## src/rtl/keypad_entry_pkg.sv

```systemverilog
// Shared definitions for the keypad entry block: key layout, scan classification
// and the lower limits on the timing parameters.
package keypad_entry_pkg;

    localparam int MIN_SCAN_DIV = 4;
    localparam int MIN_DEBOUNCE = 1;

    typedef enum logic [1:0] {
        NONE   = 2'd0,
        SINGLE = 2'd1,
        MULTI  = 2'd2
    } key_class_e;

    typedef struct packed {
        key_class_e cls;
        logic [3:0] pos;   // row*4 + col of the pressed key, zero unless SINGLE
    } scan_result_t;

    // Indexed by row*4 + col.
    localparam logic [3:0] KEY_LAYOUT [16] = '{
        4'h1, 4'h2, 4'h3, 4'hA,
        4'h4, 4'h5, 4'h6, 4'hB,
        4'h7, 4'h8, 4'h9, 4'hC,
        4'hE, 4'h0, 4'hF, 4'hD
    };

    function automatic scan_result_t classify(input logic [15:0] map);
        scan_result_t r;
        int n;
        r.cls = NONE;
        r.pos = '0;
        n = 0;
        for (int i = 0; i < 16; i++) begin
            if (map[i]) begin
                n++;
                r.pos = 4'(i);
            end
        end
        if (n == 1) r.cls = SINGLE;
        else if (n > 1) r.cls = MULTI;
        if (n != 1) r.pos = '0;
        return r;
    endfunction

endpackage

```

## src/rtl/keypad_entry_if.sv

```systemverilog
// Entry-side signals between the keypad block and the control block that consumes the value.
interface keypad_entry_if;
    import keypad_entry_pkg::*;

    // key_strobe is a one-cycle valid with no ready: key_code/userInput are valid in that
    // cycle. clear is the consumer's one-cycle pulse; it may coincide with a strobe.
    logic        clear;
    logic [15:0] userInput;
    logic        inputValid;
    logic        key_strobe;
    logic [3:0]  key_code;

    modport master (
        input  clear,
        output userInput,
        output inputValid,
        output key_strobe,
        output key_code
    );

    modport slave (
        output clear,
        input  userInput,
        input  inputValid,
        input  key_strobe,
        input  key_code
    );

endinterface

```

## src/rtl/keypad_scanner.sv

```systemverilog
// Column scan driver with row synchroniser; assembles one 16-bit raw key map per full scan.
module keypad_scanner
    import keypad_entry_pkg::*;
#(
    parameter int SCAN_DIV = 1000
) (
    input  logic        clk,
    input  logic        rst,
    output logic [3:0]  col_n,
    input  logic [3:0]  row_n,
    output logic [15:0] map,
    output logic        map_valid
);

    localparam int DW = $clog2(SCAN_DIV);

    if (SCAN_DIV < MIN_SCAN_DIV) begin : g_bad_scan_div
        $error("SCAN_DIV below minimum");
    end

    logic [DW-1:0] dwell;
    logic [1:0]    col;
    logic [3:0]    sync1;
    logic [3:0]    sync2;
    logic [11:0]   cap;    // columns 0..2, bit col*4 + row, active-high pressed
    logic          last;

    assign last      = (dwell == DW'(SCAN_DIV - 1));
    assign map_valid = last && (col == 2'd3);
    assign col_n     = ~(4'b0001 << col);

    always_ff @(posedge clk or posedge rst) begin
        if (rst) begin
            dwell <= '0;
            col   <= 2'd0;
            sync1 <= 4'hF;
            sync2 <= 4'hF;
            cap   <= '0;
        end else begin
            sync1 <= row_n;
            sync2 <= sync1;
            if (last) begin
                dwell <= '0;
                col   <= col + 2'd1;
                if (col != 2'd3) cap[{col, 2'b00} +: 4] <= ~sync2;
            end else begin
                dwell <= dwell + 1'b1;
            end
        end
    end

    // Column 3 is taken straight from the synchroniser on the scan's final cycle.
    always_comb begin
        map = '0;
        for (int r = 0; r < 4; r++) begin
            for (int c = 0; c < 4; c++) begin
                if (c == 3) map[r*4 + c] = ~sync2[r];
                else        map[r*4 + c] = cap[c*4 + r];
            end
        end
    end

endmodule

```

## src/rtl/keypad_entry.sv

```systemverilog
// Hex keypad entry: debounces scan results, strobes new key presses and shifts digits
// into a 16-bit value that the control block reads and clears.
module keypad_entry
    import keypad_entry_pkg::*;
#(
    parameter int SCAN_DIV = 1000,
    parameter int DEBOUNCE = 4
) (
    input  logic              clk,
    input  logic              rst,
    output logic [3:0]        col_n,
    input  logic [3:0]        row_n,
    keypad_entry_if.master    entry,
    output key_class_e        dbg_state
);

    localparam int CW = $clog2(DEBOUNCE + 1);

    if (DEBOUNCE < MIN_DEBOUNCE) begin : g_bad_debounce
        $error("DEBOUNCE below minimum");
    end

    logic [15:0]  map;
    logic         map_valid;
    scan_result_t res;
    scan_result_t acc, acc_next;
    scan_result_t prev, prev_next;
    logic [CW-1:0] cnt, cnt_next;
    logic         press;
    logic [15:0]  user_q;
    logic [2:0]   digits;
    logic         strobe_q;
    logic [3:0]   code_q;

    keypad_scanner #(.SCAN_DIV(SCAN_DIV)) u_scanner (
        .clk       (clk),
        .rst       (rst),
        .col_n     (col_n),
        .row_n     (row_n),
        .map       (map),
        .map_valid (map_valid)
    );

    assign res = classify(map);

    always_ff @(posedge clk or posedge rst) begin
        if (rst) begin
            acc  <= '{cls: NONE, pos: 4'd0};
            prev <= '{cls: NONE, pos: 4'd0};
            cnt  <= '0;
        end else begin
            acc  <= acc_next;
            prev <= prev_next;
            cnt  <= cnt_next;
        end
    end

    // Multi-key scans leave the whole debounce state untouched.
    always_comb begin
        acc_next  = acc;
        prev_next = prev;
        cnt_next  = cnt;
        press     = 1'b0;
        if (map_valid && res.cls != MULTI) begin
            prev_next = res;
            if (res != acc && res == prev) begin
                if (cnt == CW'(DEBOUNCE - 1)) begin
                    acc_next = res;
                    cnt_next = '0;
                    press    = (acc.cls == NONE) && (res.cls == SINGLE);
                end else begin
                    cnt_next = cnt + 1'b1;
                end
            end else begin
                cnt_next = '0;
            end
        end
    end

    always_ff @(posedge clk or posedge rst) begin
        if (rst) begin
            user_q   <= '0;
            digits   <= 3'd0;
            strobe_q <= 1'b0;
            code_q   <= 4'h0;
        end else begin
            strobe_q <= press;
            if (press) begin
                code_q <= KEY_LAYOUT[res.pos];
                user_q <= {(entry.clear ? 12'h000 : user_q[11:0]), KEY_LAYOUT[res.pos]};
                if (entry.clear)        digits <= 3'd1;
                else if (digits != 3'd4) digits <= digits + 3'd1;
            end else if (entry.clear) begin
                // A clear landing on the strobe cycle keeps the digit just typed.
                if (strobe_q) begin
                    user_q <= {12'h000, code_q};
                    digits <= 3'd1;
                end else begin
                    user_q <= '0;
                    digits <= 3'd0;
                end
            end
        end
    end

    assign entry.userInput  = user_q;
    assign entry.inputValid = (digits != 3'd0);
    assign entry.key_strobe = strobe_q;
    assign entry.key_code   = code_q;
    assign dbg_state        = acc.cls;

endmodule

```

## src/flat_wrapper.sv

```systemverilog
// flat-port wrapper written by rule: the top's interface ports become plain ports
module keypad_entry_flat import keypad_entry_pkg::*;
#(
    parameter int SCAN_DIV = 1000,
    parameter int DEBOUNCE = 4
)
  (clk, rst, col_n, row_n, dbg_state, entry_clear, entry_userInput, entry_inputValid, entry_key_strobe, entry_key_code);
  keypad_entry_if entry_i ();
  input  logic clk;
  input  logic rst;
  output logic [3:0] col_n;
  input  logic [3:0] row_n;
  output key_class_e dbg_state;
  input wire logic [$bits(entry_i.clear)-1:0] entry_clear;
  output wire logic [$bits(entry_i.userInput)-1:0] entry_userInput;
  output wire logic [$bits(entry_i.inputValid)-1:0] entry_inputValid;
  output wire logic [$bits(entry_i.key_strobe)-1:0] entry_key_strobe;
  output wire logic [$bits(entry_i.key_code)-1:0] entry_key_code;
  assign entry_i.clear = entry_clear;
  assign entry_userInput = entry_i.userInput;
  assign entry_inputValid = entry_i.inputValid;
  assign entry_key_strobe = entry_i.key_strobe;
  assign entry_key_code = entry_i.key_code;
  keypad_entry #(.SCAN_DIV(SCAN_DIV), .DEBOUNCE(DEBOUNCE)) u_core (.clk(clk), .rst(rst), .col_n(col_n), .row_n(row_n), .entry(entry_i), .dbg_state(dbg_state));
endmodule
```

## config.mk

```make
export PLATFORM = sky130hd
export DESIGN_NAME = keypad_entry_flat
export DESIGN_NICKNAME = d
export VERILOG_FILES = /design/src/rtl/keypad_entry_pkg.sv /design/src/rtl/keypad_entry_if.sv /design/src/rtl/keypad_scanner.sv /design/src/rtl/keypad_entry.sv /design/src/flat_wrapper.sv
export SDC_FILE = /design/constraint.sdc
export NUM_CORES = 1
export LEC_CHECK = 0
export CORE_AREA = 2 2 117 119
export DETAILED_ROUTE_END_ITERATION = 7
export DIE_AREA = 0 0 119 121
export GPL_ROUTABILITY_DRIVEN = 0
export SLEW_MARGIN = 5
export SYNTH_ARGS = -nofsm -noshare
export SYNTH_HDL_FRONTEND = slang
export SYNTH_SLANG_ARGS = --single-unit
```

## constraint.sdc

```tcl
create_clock -name clk -period 11.4 [get_ports clk]
set_input_delay 2.28 -clock clk [delete_from_list [all_inputs] [get_ports clk]]
set_output_delay 2.28 -clock clk [all_outputs]
set_load 0.05 [all_outputs]
```

==> reports/results.txt <==
The clock arrives with 0.00629 ns of skew. For this design the static power due to leakage is 2.74 nW. The post-synthesis area per instance came out at 8.89 sq um.

After floorplanning, the core was divided into 42 placement rows. For the worst setup path, the data required time is 11.61 ns. Setup repair after global routing left no endpoint under its margin. Once placement completed, the tool counted placed cells totaling 841. Before antenna repair, the detailed router went through 7 iterations.

When the netlist entered floorplanning its net count stood at 691. TritonCTS created 9 clock buffers. The maximum number of pins on one net before global-route repair is 72. The critical path class was flop to flop.

The worst pin sits at a relative slew slack of 39.3%. The maximum single-stage delay on the critical path came out at 0.43 ns. In this run the tool buffered the top-level ports with 34 buffer cells. The logs give 0 for the number of antenna violations at the first check in global routing and 14400 sq um for the floorplan die area. The tree is rooted in a sky130_fd_sc_hd__clkbuf_16. After routing the design area is 6680 sq um.

In the final timing run, aggregate negative setup slack is 0 ns. Counting flops and latches in the post-synthesis netlist gives 71. Sorting the synthesized cells by how often they occur yields sky130_fd_sc_hd__dfrtp_1, sky130_fd_sc_hd__nand2_1, sky130_fd_sc_hd__nor2_1. Number of DRC violations after detailed-routing iteration 0: 330. In the final routed layout, each cell accounts on average for 15.6 um. The biggest area contributor in the post-synthesis netlist is sky130_fd_sc_hd__dfrtp_1. The worst setup path is captured at a flop. TritonCTS built the clock tree.

VDD sags by at most 0.0853 mV. The via count of the first global-routing pass is 4733, and the synthesized netlist cell count is 654. The worst path in the final design needs a cycle of 10.71 ns, including I/O delays and setup. Global routing finished with a remaining overflow of 0.

For the signal arrival time at the worst endpoint, the log shows 10.93 ns. The share of layout cells above drive strength 1 came out at 14.5%. Dividing the final minimum period by the clock period gives 94.0%.

Max-cap violations in this run came to 0. Setup violations remaining at the end of the flow were counted as 0. The power density of the placed cells works out to 94.0 nW/um^2. Summed over its instances, the top area cell type makes up 27.1% of the synthesized netlist area. The commonest register cell after synthesis is sky130_fd_sc_hd__dfrtp_1.

The initial standard-cell utilization of the core came out at 44.4%. The tools report the count of pins over their slew limit as 0. The total via count in the routed design is 4891. The slowest stage of the critical path belongs to the cell sky130_fd_sc_hd__or3_4.

For this block, wires on met1 add up to 6.40 mm. The first global-routing pass estimated 23.0 mm of wire. The region available for standard cell placement spans 13100 sq um. In the routed design, unresolved DRC markers number 0. The async set or reset register ratio after synthesis was 100%. The routed length on met3 is 542 um, and the slack of the critical path is 0.685 ns. The clock tree synthesis step divided the H-tree into 3 levels.

Global routing used 19.3% of the available tracks across all layers. The flow ran to the end, and the final reports show no timing, DRC or antenna violations. The floorplan step set the die height to 121 um. The tools report the remaining antenna violation count as 0. Summing all placed instances gives a cell area of 6290 sq um. Relative to the synthesized area, the layout overhead comes to 14.9%. The summed instance area of the synthesized netlist was 5810 sq um; the routed wire length was 13.4 mm. The Yosys step of the flow raised 0 warnings. Number of nets in the final layout: 720.

The worst-case clock buffer depth was 2; the critical-path maximum fanout was 5. In this design, the critical path's most frequently occurring cell is sky130_fd_sc_hd__ha_1. In the post-synthesis netlist, the cell with the most instances is sky130_fd_sc_hd__dfrtp_1. Prior to clock tree synthesis, the placed netlist has a worst setup slack of 0.185 ns. The repair_antennas step left the layout with diodes totalling 0. Measured along the x axis, the die boundary spans 119 um. Signal routing reaches up to met4.

In this run, distinct cell masters in the synthesized netlist total 90. The count of final hold-check violations came out at 0. Counting every sink on the clock net gives 71. In this run the worst hold path is classified as flop to flop. STA classifies the critical path startpoint as a flop.

For this run, the top clock speed supported by timing is 93.3 MHz. The portion of the post-synthesis area used by sequential elements is 30.7%. Buffers inserted to repair hold after CTS numbered 0. After detailed routing, the met2 layer carries 6.29 mm of wire. For this design the top-level I/O count stands at 35.

The placed wire-length estimate is 9.75 mm, and the post-detailed-route via-to-cell ratio is 5.66. The number of synthesized flops with an enable pin is 0. The clock-pin slew on the worst setup and hold paths is 0.06 ns, and the post-route non-filler standard cell count is 864.

The actual slew at the worst max-slew pin came out at 0.902 ns. For the worst-skew pair, the clock arrives at the later sink with an insertion delay of 0.33 ns. In the post-synthesis netlist, the biggest area contributors are sky130_fd_sc_hd__dfrtp_1, sky130_fd_sc_hd__ha_1, sky130_fd_sc_hd__xnor2_1, sky130_fd_sc_hd__nand2_1, sky130_fd_sc_hd__dfstp_2.
==> sequential cells by signal (all words and copies together) (netlist names) <==
name                     flops
u_core.dbg_state             2
u_core.u_scanner.sync1       4
u_core.entry.key_strobe      1
u_core.entry.key_code        4
u_core.u_scanner.sync2       4
u_core.entry.userInput      16
u_core.u_scanner.col         2
u_core.prev                  6
u_core.digits                3
u_core.cnt                   3
u_core.acc                   4
u_core.u_scanner.cap        12
u_core.u_scanner.dwell      10
==> layout by cell type (no fill, tap or decap), types with 10 or more instances in the layout <==
| cell type | count |
|---|---|
| sky130_fd_sc_hd__xnor2_1 | 31 |
| sky130_fd_sc_hd__inv_1 | 29 |
| sky130_fd_sc_hd__buf_4 | 14 |
| sky130_fd_sc_hd__o31ai_1 | 18 |
| sky130_fd_sc_hd__nor3_1 | 13 |
| sky130_fd_sc_hd__clkdlybuf4s50_1 | 34 |
| sky130_fd_sc_hd__ha_1 | 29 |
| sky130_fd_sc_hd__nand2b_1 | 13 |
| sky130_fd_sc_hd__mux2_2 | 10 |
| sky130_fd_sc_hd__dfrtp_1 | 63 |
| sky130_fd_sc_hd__o21ai_0 | 29 |
| sky130_fd_sc_hd__xor2_1 | 14 |
| sky130_fd_sc_hd__nand2_1 | 60 |
| sky130_fd_sc_hd__nand3_1 | 31 |
| sky130_fd_sc_hd__a21oi_1 | 39 |
| sky130_fd_sc_hd__nor2_1 | 47 |
==> power by group <==
group	total [W]	leakage, nW	switching (W)	internal, W
sequential	0.000260	0.944	0.00000396	0.000256
combinational	0.000112	1.66	0.0000682	0.0000443
clock	0.000256	0.136	0.000109	0.000147
total	0.000628	2.74	0.000181	0.000447
==> final timing paths <==
check                                            end  slack, ns                      start  cells past startpoint
hold / removal             u_core.u_scanner.sync2[2]       0.35  u_core.u_scanner.sync1[2]                      0
max in group asynchronous              u_core.acc[0]       8.28                        rst                      3
min in group asynchronous  u_core.u_scanner.dwell[0]       2.52                        rst                      3
setup reg to reg            u_core.entry.key_code[1]       0.69    u_core.u_scanner.cap[4]                     51
hold reg to reg            u_core.u_scanner.sync2[2]       0.35  u_core.u_scanner.sync1[2]                      0
setup / recovery            u_core.entry.key_code[1]       0.69    u_core.u_scanner.cap[4]                     51
==> per-layer routing <==
| layer | GRT usage [%] | vias up |
|---|---|---|
| li1 | - | 2431 |
| met1 | 25.8 | 2331 |
| met2 | 31.9 | 111 |
| met3 | 3.38 | 18 |
| met4 | 6.40 | 0 |
| met5 | 0 | - |
==> layout make-up <==
| type | count | area, sq um |
|---|---|---|
| inverters | 30 | 113 |
| flip-flops and latches | 71 | 1790 |
| fillers | 1197 | 6400 |
| clock buffers | 9 | 225 |
| clock inverters | 7 | 48.8 |
| repair buffers | 48 | 445 |
| multi-input cells | 523 | 3840 |
| well taps | 176 | 220 |
==> what timing repair did <==
action	in CTS	in global routing
endpoints found under the setup margin	0	33
gates resized for setup	0	14
setup buffers	0	6
==> worst max-delay path: cells and delay by family, from the launching register on <==
family,cells,cell delay [ns]
buffers and inverters,4,0.32
DFF,1,0.41
AOI/OAI and AO/OA,12,1.94
xor gates and xnor gates,1,0.12
and+or+nand+nor,14,2.25
adders and majority gates,14,4.02
muxes,6,1.51
==> cell families (layout without fill, tap and decap cells) <==
kind of cell,Yosys count,count (layout),share of synthesized area (%)
and+or+nand+nor,244,245,21.9
adders and majority gates,31,31,6.63
buffers and inverters,61,94,4.50
muxes,25,25,5.04
DFF,71,71,30.7
xor gates and xnor gates,57,57,10.8
AOI/OAI and AO/OA,165,165,20.4
==> through the flow <==
stage | util (%) | hold slack, ns | total power (W)
6_report | 51.1 | 0.350 | 0.000628
5_1_grt | 51.1 | 0.359 | 0.000660
4_1_cts | 50.1 | 0.352 | 0.000627
3_5_place_dp | 48.0 | 0.347 | 0.000369
3_3_place_gp | 48.0 | 0.346 | 0.000366
2_1_floorplan | - | 0.345 | 0.000344
Power figures use the tool's default switching activity.
